===== config.mk =====
export PLATFORM = sky130hd
export DESIGN_NAME = ps2_transmit
export DESIGN_NICKNAME = d
export VERILOG_FILES = /design/src/rtl/ps2_pkg.sv /design/src/rtl/ps2_sync_edge.sv /design/src/rtl/ps2_transmit.sv
export SDC_FILE = /design/constraint.sdc
export NUM_CORES = 1
export LEC_CHECK = 0
export BUFFER_PORTS_ARGS = -buffer_cell sky130_fd_sc_hd__buf_4
export CELL_PAD_IN_SITES_DETAIL_PLACEMENT = 0
export CELL_PAD_IN_SITES_GLOBAL_PLACEMENT = 1
export CORE_UTILIZATION = 48
export CTS_CLUSTER_DIAMETER = 80
export DETAILED_ROUTE_END_ITERATION = 16
export HOLD_SLACK_MARGIN = 0.1
export PLACE_DENSITY_LB_ADDON = 0.1
export SKIP_CTS_REPAIR_TIMING = 1
export SLEW_MARGIN = 15
export SYNTH_ARGS = -nofsm -noshare
export SYNTH_HDL_FRONTEND = slang
export SYNTH_SLANG_ARGS = --single-unit

===== constraint.sdc =====
create_clock -name clock -period 2.55 [get_ports clock]
set_input_delay 0.3825 -clock clock [delete_from_list [all_inputs] [get_ports clock]]
set_output_delay 0.3825 -clock clock [all_outputs]
set_load 0.01 [all_outputs]

===== src/rtl/ps2_pkg.sv =====
// ps2_pkg: shared types and constants for the PS/2 host transmitter and receiver.
package ps2_pkg;

    typedef enum logic [2:0] {IDLE, INHIBIT, RTS, SHIFT, ACK, WAIT_IDLE} state_t;

    localparam int FRAME_BITS         = 10;
    localparam int DEF_INHIBIT_CYCLES = 5000;
    localparam int DEF_TIMEOUT_CYCLES = 750000;
    localparam int DEF_SYNC_STAGES    = 2;

    // Data bits LSB first, then odd parity, then the stop bit.
    function automatic logic [FRAME_BITS-1:0] make_frame(input logic [7:0] data);
        return {1'b1, ~^data, data};
    endfunction

endpackage


===== src/rtl/ps2_sync_edge.sv =====
// ps2_sync_edge: synchronises the PS/2 clock/data pins and flags clock falling edges.
module ps2_sync_edge #(
    parameter int STAGES = 2
) (
    input  logic clock,
    input  logic reset,
    input  logic clk_in,
    input  logic dat_in,
    output logic clk_s,
    output logic dat_s,
    output logic fe
);

    logic [STAGES-1:0] clk_q;
    logic [STAGES-1:0] dat_q;
    logic              clk_d;

    // Reset to the idle (released, pulled-up) line level so no spurious edge follows reset.
    always_ff @(posedge clock or posedge reset) begin
        if (reset) begin
            clk_q <= '1;
            dat_q <= '1;
            clk_d <= 1'b1;
        end else begin
            clk_q <= {clk_q[STAGES-2:0], clk_in};
            dat_q <= {dat_q[STAGES-2:0], dat_in};
            clk_d <= clk_q[STAGES-1];
        end
    end

    assign clk_s = clk_q[STAGES-1];
    assign dat_s = dat_q[STAGES-1];
    assign fe    = clk_d & ~clk_s;

endmodule


===== src/rtl/ps2_transmit.sv =====
// ps2_transmit: PS/2 host-to-device byte transmitter driving open-drain clock/data enables.
module ps2_transmit
    import ps2_pkg::*;
#(
    parameter int INHIBIT_CYCLES = DEF_INHIBIT_CYCLES,
    parameter int TIMEOUT_CYCLES = DEF_TIMEOUT_CYCLES,
    parameter int SYNC_STAGES    = DEF_SYNC_STAGES
) (
    input  logic       clock,
    input  logic       reset,
    input  logic [7:0] tx_data,
    input  logic       tx_valid,
    output logic       tx_ready,
    output logic       busy,
    output logic       done,
    output logic       error,
    output logic       rx_inhibit,
    input  logic       ps2_clk_in,
    input  logic       ps2_dat_in,
    output logic       ps2_clk_oe,
    output logic       ps2_dat_oe
);

    localparam int IW = $clog2(INHIBIT_CYCLES + 1);
    localparam int TW = $clog2(TIMEOUT_CYCLES + 1);

    state_t                  state;
    logic [FRAME_BITS-1:0]   shift;
    logic [3:0]              bitcnt;
    logic [IW-1:0]           cnt;
    logic [TW-1:0]           timeout;
    logic                    clk_s;
    logic                    dat_s;
    logic                    fe;

    ps2_sync_edge #(.STAGES(SYNC_STAGES)) u_sync (
        .clock  (clock),
        .reset  (reset),
        .clk_in (ps2_clk_in),
        .dat_in (ps2_dat_in),
        .clk_s  (clk_s),
        .dat_s  (dat_s),
        .fe     (fe)
    );

    assign rx_inhibit = busy;

    always_ff @(posedge clock or posedge reset) begin
        if (reset) begin
            state      <= IDLE;
            tx_ready   <= 1'b1;
            busy       <= 1'b0;
            done       <= 1'b0;
            error      <= 1'b0;
            ps2_clk_oe <= 1'b0;
            ps2_dat_oe <= 1'b0;
            shift      <= '0;
            bitcnt     <= '0;
            cnt        <= '0;
            timeout    <= '0;
        end else begin
            done  <= 1'b0;
            error <= 1'b0;
            case (state)
                IDLE: if (tx_valid) begin
                    shift      <= make_frame(tx_data);
                    ps2_clk_oe <= 1'b1;
                    cnt        <= IW'(INHIBIT_CYCLES - 1);
                    state      <= INHIBIT;
                    tx_ready   <= 1'b0;
                    busy       <= 1'b1;
                end
                INHIBIT: if (cnt == '0) begin
                    ps2_dat_oe <= 1'b1;
                    state      <= RTS;
                end else begin
                    cnt <= cnt - 1'b1;
                end
                RTS: begin
                    ps2_clk_oe <= 1'b0;
                    timeout    <= TW'(TIMEOUT_CYCLES - 1);
                    bitcnt     <= '0;
                    state      <= SHIFT;
                end
                default: if (timeout == '0) begin
                    // The device stalled somewhere in the frame: abandon it.
                    ps2_clk_oe <= 1'b0;
                    ps2_dat_oe <= 1'b0;
                    error      <= 1'b1;
                    state      <= IDLE;
                    tx_ready   <= 1'b1;
                    busy       <= 1'b0;
                end else begin
                    timeout <= timeout - 1'b1;
                    case (state)
                        SHIFT: if (fe) begin
                            ps2_dat_oe <= ~shift[0];
                            shift      <= shift >> 1;
                            bitcnt     <= bitcnt + 1'b1;
                            if (bitcnt == 4'(FRAME_BITS - 1))
                                state <= ACK;
                        end
                        ACK: if (fe) begin
                            if (!dat_s) begin
                                state <= WAIT_IDLE;
                            end else begin
                                ps2_clk_oe <= 1'b0;
                                ps2_dat_oe <= 1'b0;
                                error      <= 1'b1;
                                state      <= IDLE;
                                tx_ready   <= 1'b1;
                                busy       <= 1'b0;
                            end
                        end
                        default: if (clk_s && dat_s) begin
                            done     <= 1'b1;
                            state    <= IDLE;
                            tx_ready <= 1'b1;
                            busy     <= 1'b0;
                        end
                    endcase
                end
            endcase
        end
    end

endmodule

==> results by group, run 1 <==
Run status
  • Status: complete, no violations

Timing
  • Final setup viols: 0
  • Tcrit/Tclk final: 93.2%
  • Setup TNS: 0 ns
  • RSZ-0062 raised after global routing: no
  • Worst Skew: 0.0117 ns
  • FMAX: 421 MHz
  • Final hold slack: 0.104 ns
  • Slew Limit Headroom: 61.8%
  • Final min period: 2.38 ns
  • Fin. max-slew vios: 0
  • Measured slew at the worst slew-check pin: 0.572 ns
  • Final Hold Fails: 0
  • Worst setup margin: 0.173 ns

Pwr
  • Design Power: 3.02 mW
  • Combinational share of power: 24.5%
  • Lkg Pwr: 1.61 nW
  • Worst vdd ir: 0.000357 V
  • Internal power: 2.02 mW
  • Switching share of power: 33.1%
  • Clock power frac: 25.6%
  • Switching power: 0.997 mW
  • Sequential share of power: 49.9%
  • Power density over the cells: 761 nW/µm²

Clock network
  • TritonCTS clock tree: done
  • CTS Buf Count: 9
  • Clock buffer depth: 2
  • # clock sinks: 61
  • Clock Tree Root: clkbuf_8
  • Worst skew pair latency: 0.34 ns
  • Htree depth: 3
  • Reg clk slew, reported paths: 0.07 ns

Synthesis
  • Top_reg_cell synth: dfrtp_1
  • Most frequent cell after synthesis: dfrtp_1
  • Post-synth top cells: 55 x dfrtp_1, 44 x nand2_1, 21 x nor2_1
  • Synthesized flop and latch total: 61
  • Fraction of registers with async set/reset: 100%
  • Synth Cell Area: 3470 µm²
  • Cell taking the most area after synthesis: dfrtp_1
  • Syn_area_per_cell: 9.74 µm²
  • Top-area cell type share of the netlist area: 39.7%
  • Syn. warnings: 0
  • Net Count, Synth: 374
  • Post-synth cell types: 68
  • Sequential element share of the synthesized area: 44.3%
  • Post-Syn Instances: 356
  • Largest cells by area after synthesis: dfrtp_1 40%, nand2_1 4.8%, dfstp_2 4.5%
  • Number of synthesized flops with an enable pin: 0

Cells and area
  • Finished Layout Cells: 489
  • Area of the multi-input gates: 1790 µm²
  • Final nets: 406
  • Fin area: 3960 µm²
  • Filler Cells Inserted: 651
  • Area Overhead vs Synth: 14.3%
  • N_diodes: 0
  • Post-layout util: 57.7%
  • Layout cell share with drive strength beyond 1: 23.9%
  • Register area: 1530 µm²

Route
  • Via Count: 2790
  • Antenna Violating Nets Remaining: 0
  • First DRT Iteration DRCs: 107
  • DR vias/cell: 5.71
  • DR WL/cell: 15.7 µm
  • Pre-Repair DR Iteration Count: 4
  • Residual DRC: 0
  • DRT Wirelength: 7700 µm

Worst setup path
  • Req. time, crit path: 2.81 ns
  • CP max stage cell: or4_2
  • FF-to-FF Start: timeout[0]$_DFFE_PP0P_
  • Crit. End Element: flip-flop
  • Slowest stage delay, CP: 0.58 ns
  • CP max FO: 15
  • CP delay by family, top: simple AND/OR/NAND/NOR gates
  • WS Path Type: reg2reg
  • CP Launch Point: timeout[0]$_DFFE_PP0P_
  • CP cell instances: inv_1 -> ha_1 -> or3b_1 -> buf_4 -> nor2_1 -> o31ai_4 -> or4_2 -> a21oi_1
  • CP Data Arrival Time: 2.64 ns
  • Kind of start point of the critical path: flip-flop
  • WP buf/inv: 2

Place
  • Post-Place Cells: 473
  • Final HPWL DP: 5450 µm
  • Pre-CTS setup slack: 0.183 ns
  • PortBufs: 19
  • GPL Wtd Cong: 0.765
  • Dpl cell area: 3790 µm²

Global routing
  • Number of global-route vias before repair: 2615
  • Total Routing Usage GR: 22.9%
  • Remaining global-route overflow: 0
  • Largest net degree at the start of global routing: 37
  • Antenna violations before repair: 0
  • First-pass GRT wire length: 13100 µm

Die
  • Chip height: 87.0 µm
  • Die footprint: 7560 µm²
  • Starting Density: 50.5%
  • CORE AREA: 6870 µm²
  • Number of primary I/O pins: 20
  • Die X: 87.0 µm
  • Rows: 30

Worst hold path
  • Hold WC Path Type: in2async

Job
  • Max cap viols: 0
## per-layer routing
layer / routed length [µm] / track usage (%)
met4: 139 / 9.85
met1: 3880 / 33.1
met3: 186 / 3.41
met5: 0 / 0
met2: 3500 / 34.1
## cell usage in the layout, fill, tap and decap left out, types with 3 or more instances in the layout
cell	instances
clkinv_2	3
o211ai_1	6
xor2_1	10
o31ai_1	8
nand4_1	7
nor3_1	6
nand3_1	18
mux2i_1	5
dfstp_2	6
o21ai_0	16
mux2_2	10
clkbuf_8	10
dfrtp_1	55
nand2b_1	3
nor4_1	8
a21oi_1	9
o22ai_1	3
inv_1	10
or4_1	12
xnor2_1	6
or2_2	3
nor2_1	21
nand2_1	44
buf_4	37
or3_1	7
ha_1	5
a211oi_1	4
## worst register-to-register path, delay by kind of cell, from the launching register on
family                     cells  cell delay, ns
buffers and inverters          2            0.28
AOI/OAI and AO/OA              2            0.34
and+or+nand+nor                3            1.13
adders and majority gates      1            0.17
DFF                            1            0.38
## state kept, by name, indices dropped and copies added, names as in the netlist, 2 cells and up
| signal | cells |
|---|---|
| timeout | 20 |
| cnt | 13 |
| shift | 10 |
| bitcnt | 4 |
| u_sync.clk_q | 2 |
| u_sync.dat_q | 2 |
| state | 3 |
## logic make-up (layout without fill, tap and decap cells)
group	Yosys count	count (layout)	synth area share (%)
muxes	16	16	5.02
AOI/OAI and AO/OA	69	69	14.1
buffers and inverters	28	65	4.01
adders and majority gates	5	5	1.81
xor gates and xnor gates	16	16	4.04
DFF	61	61	44.3
and+or+nand+nor	161	161	26.8
## worst paths after layout
kind	endpoint	slack [ns]	cells past startpoint
min in group clock	u_sync.clk_q[0]$_DFF_PP1_	0.16	1
worst max-delay path	timeout[18]$_DFFE_PP0P_	0.17	8
worst min register to register	u_sync.dat_q[1]$_DFF_PP1_	0.36	0
worst max register to register	timeout[18]$_DFFE_PP0P_	0.17	8
max in group asynchronous	tx_ready$_DFFE_PP1P_	1.79	3
worst min-delay path	timeout[5]$_DFFE_PP0P_	0.10	2
## power by group through the flow
stage               combinational, mW  sequential, mW  clock (mW)
finish                          0.738            1.51       0.772
global route                    0.846            1.55       0.841
CTS                             0.746            1.50       0.791
detailed placement              0.742            1.52           0
global placement                0.726            1.51           0
floorplan                       0.542            1.47           0
## layout make-up
cell class,count,share of cell area (%)
clock buffer,10,3.47
clock inverter,6,0.979
inverter,11,1.04
multi-input combinational,267,45.2
sequential,61,38.7
tap,96,3.03
timing repair buffer,38,7.52
(Power assumes the default switching activity.)
==> run 2, diff against run 1 <==
Settings changed: SYNTH_HIERARCHICAL set to 1.
==> run 2 against run 1 <==
Net effect: synthesized area grew 0.76%; die area increased by 0.74%; clock skew decreased by 0.00062 ns; global-route usage increased by 0.089 points; hold slack improved by 0.042 ns; non-clock buffer count decreased by 8; total power down 36%; core utilization down 0.55 points; register-to-register slack improved by 0.20 ns; routed wire length shrank 1.2%; largest cell class unchanged.
==> results by group, run 2 <==
Clock network
  • TritonCTS clock tree: done
  • Reg clk slew, reported paths: 0.07 ns (about the same)
  • Clock buffer depth: 2 (unchanged)
  • CTS Buf Count: 9 (unchanged)
  • Clock Tree Root: clkbuf_8
  • Worst skew pair latency: 0.34 ns (about the same)
  • Htree depth: 3 (unchanged)
  • # clock sinks: 61 (unchanged)

Run status
  • Status: complete, no violations

Timing
  • Measured slew at the worst slew-check pin: 0.724 ns (+0.152 ns)
  • Slew Limit Headroom: 51.7% (-10 points)
  • Worst Skew: 0.0111 ns (-0.000622 ns)
  • Fin. max-slew vios: 0 (unchanged)
  • Setup TNS: 0 ns (unchanged)
  • RSZ-0062 raised after global routing: no
  • FMAX: 459 MHz (+9.1%)
  • Final setup viols: 0 (unchanged)
  • Tcrit/Tclk final: 85.4% (-7.8 points)
  • Final Hold Fails: 0 (unchanged)
  • Final min period: 2.18 ns (-0.199 ns)

Route
  • DR vias/cell: 5.74 (+0.55%)
  • DRT Wirelength: 7610 µm (-1.2%)
  • Via Count: 2811 (+0.75%)
  • Antenna Violating Nets Remaining: 0 (unchanged)
  • Pre-Repair DR Iteration Count: 4 (unchanged)
  • Residual DRC: 0 (unchanged)
  • First DRT Iteration DRCs: 98 (-8.4%)
  • DR WL/cell: 15.5 µm (-1.4%)

Place
  • PortBufs: 19 (unchanged)
  • Final HPWL DP: 5320 µm (-2.3%)
  • GPL Wtd Cong: 0.819 (+7.1%)
  • Post-Place Cells: 474 (+0.21%)

Die
  • CORE AREA: 6910 µm² (+0.55%)
  • Rows: 30 (unchanged)
  • Die X: 87.3 µm (+0.37%)
  • Chip height: 87.3 µm (+0.37%)
  • Starting Density: 50.6% (+0.11 points)
  • Number of primary I/O pins: 20 (unchanged)
  • Die footprint: 7620 µm² (+0.74%)

Global routing
  • Remaining global-route overflow: 0 (unchanged)
  • Total Routing Usage GR: 23.0% (+0.089 points)
  • First-pass GRT wire length: 13500 µm (+3.1%)
  • Largest net degree at the start of global routing: 57 (+54%)
  • Number of global-route vias before repair: 2788 (+6.6%)
  • Antenna violations before repair: 0 (unchanged)

Cells and area
  • Area Overhead vs Synth: 13.0%
  • Commonest non-fill, non-tap cells in the layout: 55 x dfrtp_1, 42 x nand2_1, 32 x nor2_1
  • Area of the multi-input gates: 1810 µm² (+0.98%)
  • Final nets: 407 (+0.25%)
  • Largest registers: timeout: 20 flops, cnt: 13 flops, shift: 10 flops
  • Commonest non-fill, non-tap cell in the layout: dfrtp_1
  • Layout cell share with drive strength beyond 1: 19.0% (-4.9 points)
  • Filler Cells Inserted: 630 (-3.2%)
  • Register name with the most flops: timeout
  • N_diodes: 0 (unchanged)
  • Largest register FFs: 20 (unchanged)
  • Register area: 1530 µm² (unchanged)
  • Finished Layout Cells: 490 (+0.20%)

Synthesis
  • Net Count, Synth: 385 (+2.9%)
  • Fraction of registers with async set/reset: 100% (unchanged)
  • Top_reg_cell synth: dfrtp_1
  • Number of synthesized flops with an enable pin: 0 (unchanged)
  • Synthesized flop and latch total: 61 (unchanged)
  • Most frequent cell after synthesis: dfrtp_1
  • Top-area cell type share of the netlist area: 39.4% (-0.30 points)
  • Largest cells by area after synthesis: dfrtp_1 39%, dfstp_2 4.5%, nand2_1 4.5%
  • Synth Cell Area: 3490 µm² (+0.76%)
  • Post-synth top cells: 55 x dfrtp_1, 42 x nand2_1, 32 x nor2_1
  • Syn_area_per_cell: 9.52 µm² (-2.3%)
  • Cell taking the most area after synthesis: dfrtp_1
  • Post-synth cell types: 64 (-5.9%)
  • Post-Syn Instances: 367 (+3.1%)
  • Sequential element share of the synthesized area: 43.9% (-0.33 points)
  • Syn. warnings: 6 (+6)

Worst setup path
  • Kind of start point of the critical path: flip-flop
  • CP max stage cell: or4b_4
  • Req. time, crit path: 2.74 ns (-0.07 ns)
  • Crit. End Element: flip-flop
  • CP max FO: 5 (-10)
  • Slowest stage delay, CP: 0.54 ns (-0.04 ns)
  • CP Data Arrival Time: 2.37 ns (-0.27 ns)
  • WS Path Type: reg2reg
  • CP cell instances: inv_1 -> ha_1 -> or4b_4 -> nor4_4 -> o211ai_1 -> xor2_1 -> nand2_1

Pwr
  • Worst vdd ir: 0.000233 V (-35%)
  • Lkg Pwr: 1.72 nW (+7.0%)
  • Power density over the cells: 486 nW/µm² (-36%)

Job
  • Max cap viols: 0 (unchanged)

Worst hold path
  • Hold WC Path Type: in2async
==> run 2: stage by stage <==
| step | hold slack, ns | util (%) | setup WS (ns) | cell area (µm²) | total power, mW |
|---|---|---|---|---|---|
| floorplan | 0.345 | - | 0.553 | 3490 | 1.03 |
| global placement | 0.346 | 54.2 | 0.466 | 3750 | 1.06 |
| detailed placement | 0.349 | 54.2 | 0.377 | 3750 | 1.06 |
| CTS | 0.135 | 57.1 | 0.363 | 3950 | 1.93 |
| global route | 0.132 | 57.1 | 0.133 | 3950 | 1.99 |
| finish | 0.146 | 57.1 | 0.371 | 3950 | 1.92 |
==> run 2: path summary, 6_finish.rpt <==
check                                                from                        end  slack, ns  cells past startpoint
min in group clock                             ps2_clk_in  u_sync/clk_q[0]$_DFF_PP1_       0.15                      1
worst min-delay path                                reset     u_sync/clk_d$_DFF_PP1_       0.15                      2
worst min register to register  u_sync/dat_q[0]$_DFF_PP1_  u_sync/dat_q[1]$_DFF_PP1_       0.36                      0
max in group asynchronous                           reset    timeout[16]$_DFFE_PP0P_       1.81                      3
worst max-delay path               timeout[0]$_DFFE_PP0P_    timeout[14]$_DFFE_PP0P_       0.37                      7
worst max register to register     timeout[0]$_DFFE_PP0P_    timeout[14]$_DFFE_PP0P_       0.37                      7
==> run 2: critical path, delay by kind of cell, from the launching register on <==
family | cells | cell delay (ns)
compound gates | 1 | 0.17
buf+inv | 1 | 0.09
simple gates | 3 | 0.97
flops | 1 | 0.42
xor+xnor | 1 | 0.17
fa+ha+maj | 1 | 0.22
==> run 2: routing by layer <==
layer / global-route usage [%] / wire (µm) / vias to the layer above
met5: 0 / 0 / -
met4: 9.24 / 124 / 0
met3: 3.13 / 214 / 11
met2: 36.1 / 3520 / 49
met1: 32.0 / 3750 / 1381
li1: - / - / 1370
==> run 2: layout make-up <==
class,instances,share of cell area [%]
multi-input cells,272,45.9
flip-flops and latches,61,38.9
repair buffers,30,5.71
clock buffers,10,3.49
well taps,96,3.04
clock inverters,6,1.59
inverters,15,1.43
==> run 2: kinds of logic after synthesis <==
family | synth area share, %
xor gates and xnor gates | 6.02
DFF | 43.9
adders and majority gates | 1.79
and+or+nand+nor | 25.0
buffers and inverters | 4.37
muxes | 3.73
AOI/OAI and AO/OA | 15.2
==> run 2: power by group <==
part           internal [mW]  leakage (nW)  switching [mW]
clock                  0.474        0.0943           0.400
combinational         0.0284         0.845          0.0365
sequential             0.974         0.785         0.00276
